`src/rtl/convert_float_to_radicand_if.sv`:
```
// Operand/result bundle between the sqrt front-end and its requester.
interface convert_float_to_radicand_if #(
   parameter int unsigned BINARY_SIZE   = 106,
   parameter int unsigned EXPONENT_SIZE = 11
);
   logic                     en;
   logic                     is_float;
   logic [63:0]              operand;
   logic [BINARY_SIZE-1:0]   binary;
   logic [EXPONENT_SIZE-1:0] result_exponent;
   logic                     is_exponent_odd;
   logic                     is_zero;
   logic                     is_inf;
   logic                     is_nan;
   logic                     busy;
   logic                     is_done;

   modport master (
      output en, is_float, operand,
      input  binary, result_exponent, is_exponent_odd, is_zero, is_inf, is_nan, busy, is_done
   );

   modport slave (
      input  en, is_float, operand,
      output binary, result_exponent, is_exponent_odd, is_zero, is_inf, is_nan, busy, is_done
   );
endinterface

```
`src/rtl/convert_float_to_radicand.sv`:
```
// Sqrt front-end: unpacks an IEEE single/double, classifies it and aligns the radicand.
// Define SUBNORM_NORMALIZE_EN to normalize subnormals instead of flushing them to zero.
module convert_float_to_radicand #(
   parameter int unsigned BINARY_SIZE   = 106,
   parameter int unsigned EXPONENT_SIZE = 11,
   parameter int unsigned DOUBLE_BIAS   = 1023,
   parameter int unsigned SINGLE_BIAS   = 127
) (
   input logic                        clk,
   input logic                        rst,
   convert_float_to_radicand_if.slave bus_io
);

   localparam int unsigned ExpW = EXPONENT_SIZE + 2;

   typedef enum logic [2:0] {
      StIdle,
      StUnpack,
      StAlign,
      StDone
`ifdef SUBNORM_NORMALIZE_EN
      , StNorm
`endif
   } state_e;

   state_e                   state_q;
   logic [63:0]              op_q;
   logic                     float_q;
   logic signed [ExpW-1:0]   e_q;
   logic [52:0]              m_q;
   logic [BINARY_SIZE-1:0]   binary_q;
   logic [EXPONENT_SIZE-1:0] res_exp_q;
   logic                     odd_q;
   logic                     zero_q;
   logic                     inf_q;
   logic                     nan_q;
   logic                     busy_q;
   logic                     done_q;

   // Field extraction; the fraction is top-aligned so bit 52 of m_q is always the hidden bit.
   logic                   sign;
   logic [10:0]            exp_field;
   logic [51:0]            frac;
   logic                   exp_max;
   logic                   exp_zero;
   logic                   frac_zero;
   logic signed [ExpW-1:0] bias;
   logic signed [ExpW-1:0] e_norm;

   always_comb begin
      if (float_q) begin
         sign      = op_q[31];
         exp_field = {3'b000, op_q[30:23]};
         frac      = {op_q[22:0], 29'd0};
         exp_max   = (op_q[30:23] == 8'hFF);
         bias      = $signed(ExpW'(SINGLE_BIAS));
      end else begin
         sign      = op_q[63];
         exp_field = op_q[62:52];
         frac      = op_q[51:0];
         exp_max   = (op_q[62:52] == 11'h7FF);
         bias      = $signed(ExpW'(DOUBLE_BIAS));
      end
      exp_zero  = (exp_field == 11'd0);
      frac_zero = (frac == 52'd0);
      e_norm    = $signed(ExpW'(exp_field)) - bias;
   end

`ifdef SUBNORM_NORMALIZE_EN
   logic signed [ExpW-1:0] e_sub;
   assign e_sub = $signed(ExpW'(1)) - bias;
`endif

   // Halved exponent: the odd case borrows one so the shift is exact.
   logic                   odd;
   logic signed [ExpW-1:0] e_adj;
   logic signed [ExpW-1:0] e_half;
   logic signed [ExpW-1:0] r_exp;
   logic [23:0]            m24;
   logic [BINARY_SIZE-1:0] bin_next;

   always_comb begin
      odd      = e_q[0];
      e_adj    = e_q - $signed(ExpW'(odd));
      e_half   = e_adj >>> 1;
      r_exp    = e_half + bias;
      m24      = m_q[52:29];
      bin_next = '0;
      if (float_q) begin
         if (odd) bin_next[24 +: 24] = m24;
         else     bin_next[23 +: 24] = m24;
      end else begin
         if (odd) bin_next[53 +: 53] = m_q;
         else     bin_next[52 +: 53] = m_q;
      end
   end

   always_ff @(posedge clk or posedge rst) begin
      if (rst) begin
         state_q   <= StIdle;
         op_q      <= '0;
         float_q   <= 1'b0;
         e_q       <= '0;
         m_q       <= '0;
         binary_q  <= '0;
         res_exp_q <= '0;
         odd_q     <= 1'b0;
         zero_q    <= 1'b0;
         inf_q     <= 1'b0;
         nan_q     <= 1'b0;
         busy_q    <= 1'b0;
         done_q    <= 1'b0;
      end else begin
         done_q <= 1'b0;
         case (state_q)
            StIdle: begin
               if (bus_io.en) begin
                  op_q    <= bus_io.operand;
                  float_q <= bus_io.is_float;
                  odd_q   <= 1'b0;
                  zero_q  <= 1'b0;
                  inf_q   <= 1'b0;
                  nan_q   <= 1'b0;
                  busy_q  <= 1'b1;
                  state_q <= StUnpack;
               end
            end
            StUnpack: begin
               state_q <= StAlign;
               if (exp_max) begin
                  if (!frac_zero || sign) nan_q <= 1'b1;
                  else                    inf_q <= 1'b1;
               end else if (exp_zero && frac_zero) begin
                  zero_q <= 1'b1;
               end else if (sign) begin
                  nan_q <= 1'b1;
               end else if (exp_zero) begin
`ifdef SUBNORM_NORMALIZE_EN
                  m_q     <= {1'b0, frac};
                  e_q     <= e_sub;
                  state_q <= StNorm;
`else
                  zero_q <= 1'b1;
`endif
               end else begin
                  m_q <= {1'b1, frac};
                  e_q <= e_norm;
               end
            end
`ifdef SUBNORM_NORMALIZE_EN
            StNorm: begin
               m_q <= m_q << 1;
               e_q <= e_q - $signed(ExpW'(1));
               if (m_q[51]) state_q <= StAlign;
            end
`endif
            StAlign: begin
               if (zero_q || inf_q || nan_q) begin
                  binary_q  <= '0;
                  res_exp_q <= '0;
                  odd_q     <= 1'b0;
               end else begin
                  binary_q  <= bin_next;
                  res_exp_q <= EXPONENT_SIZE'(r_exp);
                  odd_q     <= odd;
               end
               state_q <= StDone;
            end
            StDone: begin
               done_q  <= 1'b1;
               busy_q  <= 1'b0;
               state_q <= StIdle;
            end
            default: state_q <= StIdle;
         endcase
      end
   end

   assign bus_io.binary          = binary_q;
   assign bus_io.result_exponent = res_exp_q;
   assign bus_io.is_exponent_odd = odd_q;
   assign bus_io.is_zero         = zero_q;
   assign bus_io.is_inf          = inf_q;
   assign bus_io.is_nan          = nan_q;
   assign bus_io.busy            = busy_q;
   assign bus_io.is_done         = done_q;

endmodule

```
`src/flat_wrapper.sv`:
```
// flat-port wrapper written by rule: the top's interface ports become plain ports
module convert_float_to_radicand_flat 
#(
   parameter int unsigned BINARY_SIZE   = 106,
   parameter int unsigned EXPONENT_SIZE = 11,
   parameter int unsigned DOUBLE_BIAS   = 1023,
   parameter int unsigned SINGLE_BIAS   = 127
)
  (clk, rst, bus_io_en, bus_io_is_float, bus_io_operand, bus_io_binary, bus_io_result_exponent, bus_io_is_exponent_odd, bus_io_is_zero, bus_io_is_inf, bus_io_is_nan, bus_io_busy, bus_io_is_done);
  convert_float_to_radicand_if #(.BINARY_SIZE(BINARY_SIZE), .EXPONENT_SIZE(EXPONENT_SIZE)) bus_io_i ();
  input logic clk;
  input logic rst;
  input wire logic [$bits(bus_io_i.en)-1:0] bus_io_en;
  input wire logic [$bits(bus_io_i.is_float)-1:0] bus_io_is_float;
  input wire logic [$bits(bus_io_i.operand)-1:0] bus_io_operand;
  output wire logic [$bits(bus_io_i.binary)-1:0] bus_io_binary;
  output wire logic [$bits(bus_io_i.result_exponent)-1:0] bus_io_result_exponent;
  output wire logic [$bits(bus_io_i.is_exponent_odd)-1:0] bus_io_is_exponent_odd;
  output wire logic [$bits(bus_io_i.is_zero)-1:0] bus_io_is_zero;
  output wire logic [$bits(bus_io_i.is_inf)-1:0] bus_io_is_inf;
  output wire logic [$bits(bus_io_i.is_nan)-1:0] bus_io_is_nan;
  output wire logic [$bits(bus_io_i.busy)-1:0] bus_io_busy;
  output wire logic [$bits(bus_io_i.is_done)-1:0] bus_io_is_done;
  assign bus_io_i.en = bus_io_en;
  assign bus_io_i.is_float = bus_io_is_float;
  assign bus_io_i.operand = bus_io_operand;
  assign bus_io_binary = bus_io_i.binary;
  assign bus_io_result_exponent = bus_io_i.result_exponent;
  assign bus_io_is_exponent_odd = bus_io_i.is_exponent_odd;
  assign bus_io_is_zero = bus_io_i.is_zero;
  assign bus_io_is_inf = bus_io_i.is_inf;
  assign bus_io_is_nan = bus_io_i.is_nan;
  assign bus_io_busy = bus_io_i.busy;
  assign bus_io_is_done = bus_io_i.is_done;
  convert_float_to_radicand #(.BINARY_SIZE(BINARY_SIZE), .EXPONENT_SIZE(EXPONENT_SIZE), .DOUBLE_BIAS(DOUBLE_BIAS), .SINGLE_BIAS(SINGLE_BIAS)) u_core (.clk(clk), .rst(rst), .bus_io(bus_io_i));
endmodule
```
`config.mk`:
```
export PLATFORM = sky130hd
export DESIGN_NAME = convert_float_to_radicand_flat
export DESIGN_NICKNAME = d
export VERILOG_FILES = /design/src/rtl/convert_float_to_radicand_if.sv /design/src/rtl/convert_float_to_radicand.sv /design/src/flat_wrapper.sv
export SDC_FILE = /design/constraint.sdc
export NUM_CORES = 1
export LEC_CHECK = 0
export ABC_AREA = 1
export CAP_MARGIN = 0
export CORE_ASPECT_RATIO = 1.4
export CORE_MARGIN = 2
export CORE_UTILIZATION = 35
export CTS_CLUSTER_SIZE = 30
export DETAILED_ROUTE_END_ITERATION = 8
export DONT_BUFFER_PORTS = 1
export PLACE_DENSITY = 0.51
export SYNTH_ARGS = -nofsm -noshare
export SYNTH_HDL_FRONTEND = slang
export SYNTH_SLANG_ARGS = --single-unit
export TNS_END_PERCENT = 10
```
`constraint.sdc`:
```
create_clock -name clk -period 14.23 [get_ports clk]
set_input_delay 2.846 -clock clk [delete_from_list [all_inputs] [get_ports clk]]
set_output_delay 2.846 -clock clk [all_outputs]
set_load 0.03 [all_outputs]
```
==> flow_summary.json, run 1 <==
{
  "detailedPlace.worstSlack_ns": 9.48,
  "p_sw_mw": 1.43,
  "critPathMaxFanout": 103,
  "setup_ws_ns": 10.06,
  "min_path_type": "reg2reg",
  "worstReg2RegStart": "u_core.float_q",
  "grt_antenna_before_repair": 0,
  "synth_enable_flop_cells": 0,
  "sw_frac_of_total_pct": 46.7,
  "cts_h_tree_lvls": 1,
  "filler_cell_count": 3168,
  "reg_clk_slew_reported_paths_ns": 0.06,
  "synthesis.area_per_instance_um2": 8.36,
  "pwr-share-comb_pct": 36.5,
  "die_y_um": 211,
  "internal-power_mw": 1.63,
  "crit_cells": 4,
  "vdd_drop_max_v": 0.0000813,
  "yosys.area.top_type": "dfrtp_1",
  "synth_commonest_cells": "nand2_1 (419), dfrtp_1 (228), o21ai_0 (213), inv_1 (107), nor2_1 (53)",
  "setup.worst_path.class": "in2reg",
  "final_net_count": 1321,
  "worstPathBufferInverterCount": 2,
  "post_synth_main_area_contributors": "dfrtp_1 (54%), nand2_1 (15%), o21ai_0 (10%)",
  "wl_per_cell_um": 16.6,
  "maxCapViolations": 0,
  "dr.first_iter.drc_count": 392,
  "tightestPinTransition_ns": 1.03,
  "crit_path_top_delay_cell": "buf_4",
  "grt_setup_unrepaired": "false",
  "number_of_cells_produced_by_synthesis": 1275,
  "critPathTopFamily": "buffers and inverters",
  "rows": 75,
  "leak_pwr_nw": 5.59,
  "ys_async_sr_fraction_pct": 100,
  "postSynthRegisterBits": 228,
  "globalplace.congestion": 0.803,
  "crit_path_end_kind": "register",
  "worst_setup_path_start_kind": "input port",
  "startpoint": "bus_io_en",
  "worst-endpoint-arrival_ns": 4.55,
  "dpl_cell_area_mm2": 0.0108,
  "num_antenna_cells": 0,
  "postSynth.topFlopCell": "dfrtp_1",
  "tritoncts.num_buffers": 24,
  "grt_pass1_vias": 7664,
  "design.portCount": 191,
  "die_width_um": 152,
  "drc": 0,
  "synthDistinctLibCells": 35,
  "global_route.overflow_total": 0,
  "worst_setup_path_end": "u_core.op_q[8]",
  "hold_violations": 0,
  "grt_first_pass_wirelength_mm": 43.7,
  "yosysSeqAreaShare_pct": 53.5,
  "required_ns": 14.61,
  "postCtsHoldBufs": 0,
  "worstReg2RegEnd": "u_core.m_q[13]",
  "finalSetupViolations": 0,
  "design_area_mm2": 0.0116,
  "die_area_mm2": 0.0319,
  "yosysTopAreaCellShare_pct": 53.5,
  "setup.reg_to_reg.worst_slack_ns": 10.34,
  "finClkSkew_ns": 0.0143,
  "clkPwrFrac_pct": 20.4,
  "crit_chain": "nand2_1 -> inv_2 -> buf_4 -> o21ai_0",
  "clock_latency_ns": 0.54,
  "postCtsSetupRepairBufs": 0,
  "tritoncts": "yes",
  "detailedRoute.firstPassIterationCount": 5,
  "drt-vias-per-instance": 4.80,
  "cts.root.buffer_cell": "clkbuf_16",
  "run_status": "complete, no violations",
  "largest_net_degree_at_the_start_of_global_routing": 107,
  "final.hold.worst_slack_ns": 0.487,
  "syn_area_mm2": 0.0107,
  "flow.area_growth_from_synthesis_pct": 8.50,
  "max_clock_freq_mhz": 240,
  "p_seq_share_pct": 43.1,
  "coreArea_mm2": 0.0300,
  "final.setup.tns_ns": 0,
  "hpwl_mm": 19.4,
  "routed-via-count": 7888,
  "totalWireLength_mm": 27.3,
  "slew_violations": 0,
  "power_density_mw_per_mm2": 264,
  "grt_use_total_pct": 17.4,
  "numPortBuffers": 0,
  "reg2regPathDepth": 11,
  "final_layout_size_suffix_gt1_share_pct": 4.92,
  "fin_crit_sh_pct": 29.3,
  "slew-limit-headroom_pct": 31.2,
  "initial_utilization_pct": 35.5,
  "cts_max_path_buffers": 3,
  "cts_sinks": 228,
  "post_cts_resized": 0,
  "critical-path-max-stage-delay_ns": 0.71,
  "report.power.total_mw": 3.05,
  "layout_min_cycle_time_ns": 4.17,
  "synth_most_common_cell": "nand2_1",
  "yosys_warnings": 0,
  "ant_nets": 0
}
registers in the layout (all words and copies together) (netlist names):
register	count
u_core.bus_io.is_nan	1
u_core.bus_io.result_exponent	11
u_core.op_q	64
u_core.float_q	1
u_core.bus_io.is_exponent_odd	1
u_core.bus_io.binary	79
u_core.e_q	12
u_core.bus_io.is_done	1
u_core.state_q	2
u_core.m_q	53
u_core.bus_io.is_inf	1
u_core.bus_io.busy	1
u_core.bus_io.is_zero	1
power groups by stage:
stage | clock (mW) | sequential [mW] | combinational, mW
2_1_floorplan | 0 | 1.26 | 0.892
3_3_place_gp | 0 | 1.32 | 1.11
3_5_place_dp | 0 | 1.33 | 1.13
4_1_cts | 0.644 | 1.32 | 1.14
5_1_grt | 0.670 | 1.36 | 1.31
6_report | 0.622 | 1.31 | 1.12
how the worst min path moves through the flow:
stage	from	to	slack, ns	depth (start not counted)
after global placement	u_core.op_q[50]	u_core.op_q[50]	0.47	2
after floorplan	u_core.op_q[48]	u_core.op_q[48]	0.44	2
final	u_core.op_q[50]	u_core.op_q[50]	0.49	2
after CTS	u_core.m_q[37]	u_core.m_q[37]	0.49	2
after detailed placement	u_core.m_q[37]	u_core.m_q[37]	0.48	2
after global routing	u_core.m_q[49]	u_core.m_q[49]	0.51	2
through the flow:
step           util [%]  cells
6_report           38.5   1644
5_1_grt            38.5   1644
4_1_cts            38.5   1644
3_5_place_dp       35.9   1601
3_3_place_gp       35.9   1601
2_1_floorplan         -   1301
placed cells by master, fill, tap and decap left out, types with 19 or more instances in the layout:
master,n
inv_1,105
clkbuf_16,24
conb_1,27
o31ai_1,29
o21ai_0,213
o21ai_1,19
nor2_1,53
mux2i_1,28
dfrtp_1,226
nand2_1,419
nand3_1,26
final cells by class:
cell class	instances	area [µm²]	area share, %
well taps	385	482	4.16
clock buffers	32	691	5.97
repair buffers	9	67.6	0.584
inverters	110	420	3.63
clock inverters	11	91.3	0.790
multi-input cells	869	4110	35.5
flip-flops and latches	228	5710	49.3
layer usage:
metal | vias up | share of wire, % | GRT usage, %
met5 | - | 0 | 0
met4 | 0 | 2.0 | 4.63
met3 | 33 | 8.1 | 4.57
met2 | 197 | 43 | 25.6
met1 | 3664 | 47 | 25.4
li1 | 3994 | - | -
kinds of logic after synthesis:
family / share of synthesized area, %
flip-flops: 53.5
AO/OA/AOI/OAI: 14.2
other: 0.0352
buffers and inverters: 8.95
adder cells (fa/ha/maj): 1.29
XOR/XNOR: 0.411
multiplexers: 2.63
AND/OR/NAND/NOR: 18.9
worst min-delay path: stages, from the launching register on:
cell and delay (ns):
dfrtp_1 0.35, nand2_1 0.06, nand2_1 0.05
Power figures use the tool's default switching activity.
==> inputs of run 2 (changes only) <==
Clock period 14.23 ns to 4.2 ns, I/O delays scaled along.
==> flow_summary.json, run 2 (synthesis gave the netlist of run 1 again) <==
{
  "run_status": "complete, no violations",
  "pwr-share-comb_pct": 36.1,
  "clock_latency_ns": 0.54,
  "detailedRoute.firstPassIterationCount": 5,
  "initial_utilization_pct": 35.5,
  "layout_commonest_cell": "nand2_1",
  "grt_pass1_vias": 7785,
  "reg_clk_slew_reported_paths_ns": 0.06,
  "grt_first_pass_wirelength_mm": 43.6,
  "tightestPinTransition_ns": 0.868,
  "maxCapViolations": 0,
  "p_sw_mw": 4.85,
  "num_antenna_cells": 0,
  "slew_violations": 0,
  "flow.area_growth_from_synthesis_pct": 9.54,
  "cts_h_tree_lvls": 1,
  "cts.root.buffer_cell": "clkbuf_16",
  "cts_sinks": 228,
  "detailroute.wirelength.met2_mm": 12.0,
  "tritoncts.num_buffers": 24,
  "numPortBuffers": 0,
  "setup_ws_ns": 1.38,
  "rows": 75,
  "die_y_um": 211,
  "worst_setup_path_start_kind": "register",
  "postCtsSetupRepairBufs": 0,
  "hpwl_mm": 19.7,
  "layout_min_cycle_time_ns": 2.82,
  "coreArea_mm2": 0.0300,
  "met1Wirelength_mm": 13.0,
  "postLayoutCoreUtil_pct": 38.9,
  "setup.worst_path.class": "reg2reg",
  "max_clock_freq_mhz": 355,
  "crit_path_end_kind": "register",
  "largest_register_ffs": 79,
  "critPathMaxFanout": 98,
  "slew-limit-headroom_pct": 42.1,
  "min_path_type": "in2async",
  "finalSetupViolations": 0,
  "dr.first_iter.drc_count": 445,
  "report.power.total_mw": 10.5,
  "fin_crit_sh_pct": 67.2,
  "clkPwrFrac_pct": 21.3,
  "globalplace.congestion": 0.816,
  "die_area_mm2": 0.0319,
  "internal-power_mw": 5.68,
  "cts_max_path_buffers": 3,
  "die_width_um": 152,
  "ant_nets": 0,
  "worst-endpoint-arrival_ns": 3.27,
  "hold_violations": 0,
  "final_layout_size_suffix_gt1_share_pct": 4.99,
  "routed-via-count": 7922,
  "final.setup.tns_ns": 0,
  "grt_use_total_pct": 17.3,
  "dpl_cell_area_mm2": 0.0108,
  "postCtsHoldBufs": 0,
  "totalWireLength_mm": 27.2,
  "grt_setup_unrepaired": "false",
  "post_cts_resized": 0,
  "final_cell_mix": "nand2_1 (419), dfrtp_1 (226), o21ai_0 (213), inv_1 (105), nor2_1 (53)",
  "tritoncts": "yes",
  "leak_pwr_nw": 5.63,
  "drc": 0,
  "final_net_count": 1325,
  "power_density_mw_per_mm2": 901,
  "finClkSkew_ns": 0.0194,
  "design.portCount": 191,
  "design_area_mm2": 0.0117,
  "grt_antenna_before_repair": 0,
  "sw_frac_of_total_pct": 46.1,
  "vdd_drop_max_v": 0.000249,
  "p_seq_share_pct": 42.6,
  "global_route.overflow_total": 0,
  "drt-vias-per-instance": 4.81,
  "detailedPlace.worstSlack_ns": 1.38,
  "wl_per_cell_um": 16.5,
  "met3RoutedLength_mm": 1.83,
  "maxUsedRoutingLayer": "met4",
  "largest_net_degree_at_the_start_of_global_routing": 149,
  "required_ns": 4.65
}
[run 2: cell types whose count changed in the layout (fill, tap and decap cells not counted), sizes merged]
| cell | before | now |
|---|---|---|
| inv | 110 | 109 |
| bufinv | 1 | 4 |
| clkinv | 10 | 6 |
| clkbuf | 32 | 31 |
| buf | 9 | 13 |
| clkinvlp | 0 | 2 |
[run 2: layout make-up]
class	instances	area, µm²
Timing Repair Buffer	13	135
Clock buffer	31	657
Clock inverter	11	173
Tap cell	385	482
Sequential cell	228	5710
Multi-Input combinational cell	869	4110
Fill cell	3160	18400
Inverter	110	417
[run 2: critical path, stage by stage (launching register included)]
cell and delay [ns]:
dfrtp_2 0.54, inv_2 0.34, a21oi_1 0.39, ha_1 0.21
inv_1 0.04, nor2_1 0.10, nand4_1 0.15, o211ai_4 0.35
buf_12 0.36, nand2_1 0.10, o31ai_1 0.08
[run 2: per-layer routing]
layer | up-vias | GRT usage, %
li1 | 4015 | -
met1 | 3691 | 25.1
met2 | 187 | 26.4
met3 | 29 | 3.77
met4 | 0 | 3.96
met5 | - | 0
[run 2: per-stage QoR]
| step | hold WS, ns | std cells |
|---|---|---|
| 5_1_grt | 0.278 | 1647 |
| 6_report | 0.235 | 1647 |
| 4_1_cts | 0.254 | 1647 |
| 3_3_place_gp | 0.469 | 1605 |
| 2_1_floorplan | 0.444 | 1301 |
| 3_5_place_dp | 0.474 | 1605 |
[run 2: worst paths after layout]
path                                    start                                to  slack (ns)  cells past startpoint
setup / recovery               u_core.float_q                    u_core.m_q[11]        1.38                     10
hold / removal                            rst  u_core.bus_io.result_exponent[2]        0.24                      1
setup reg to reg               u_core.float_q                    u_core.m_q[11]        1.38                     10
hold reg to reg                u_core.m_q[41]                    u_core.m_q[41]        0.49                      2
max in group asynchronous                 rst                     u_core.e_q[0]        2.70                      2
min in group clk           bus_io_operand[36]                   u_core.op_q[36]        0.42                      2
[run 2: power groups by stage]
stage	Sequential (mW)	Combinational (mW)	Clock, mW
5_1_grt	4.62	4.45	2.39
6_report	4.48	3.80	2.24
3_5_place_dp	4.54	3.85	0
3_3_place_gp	4.52	3.79	0
4_1_cts	4.50	3.87	2.30
2_1_floorplan	4.25	3.02	0
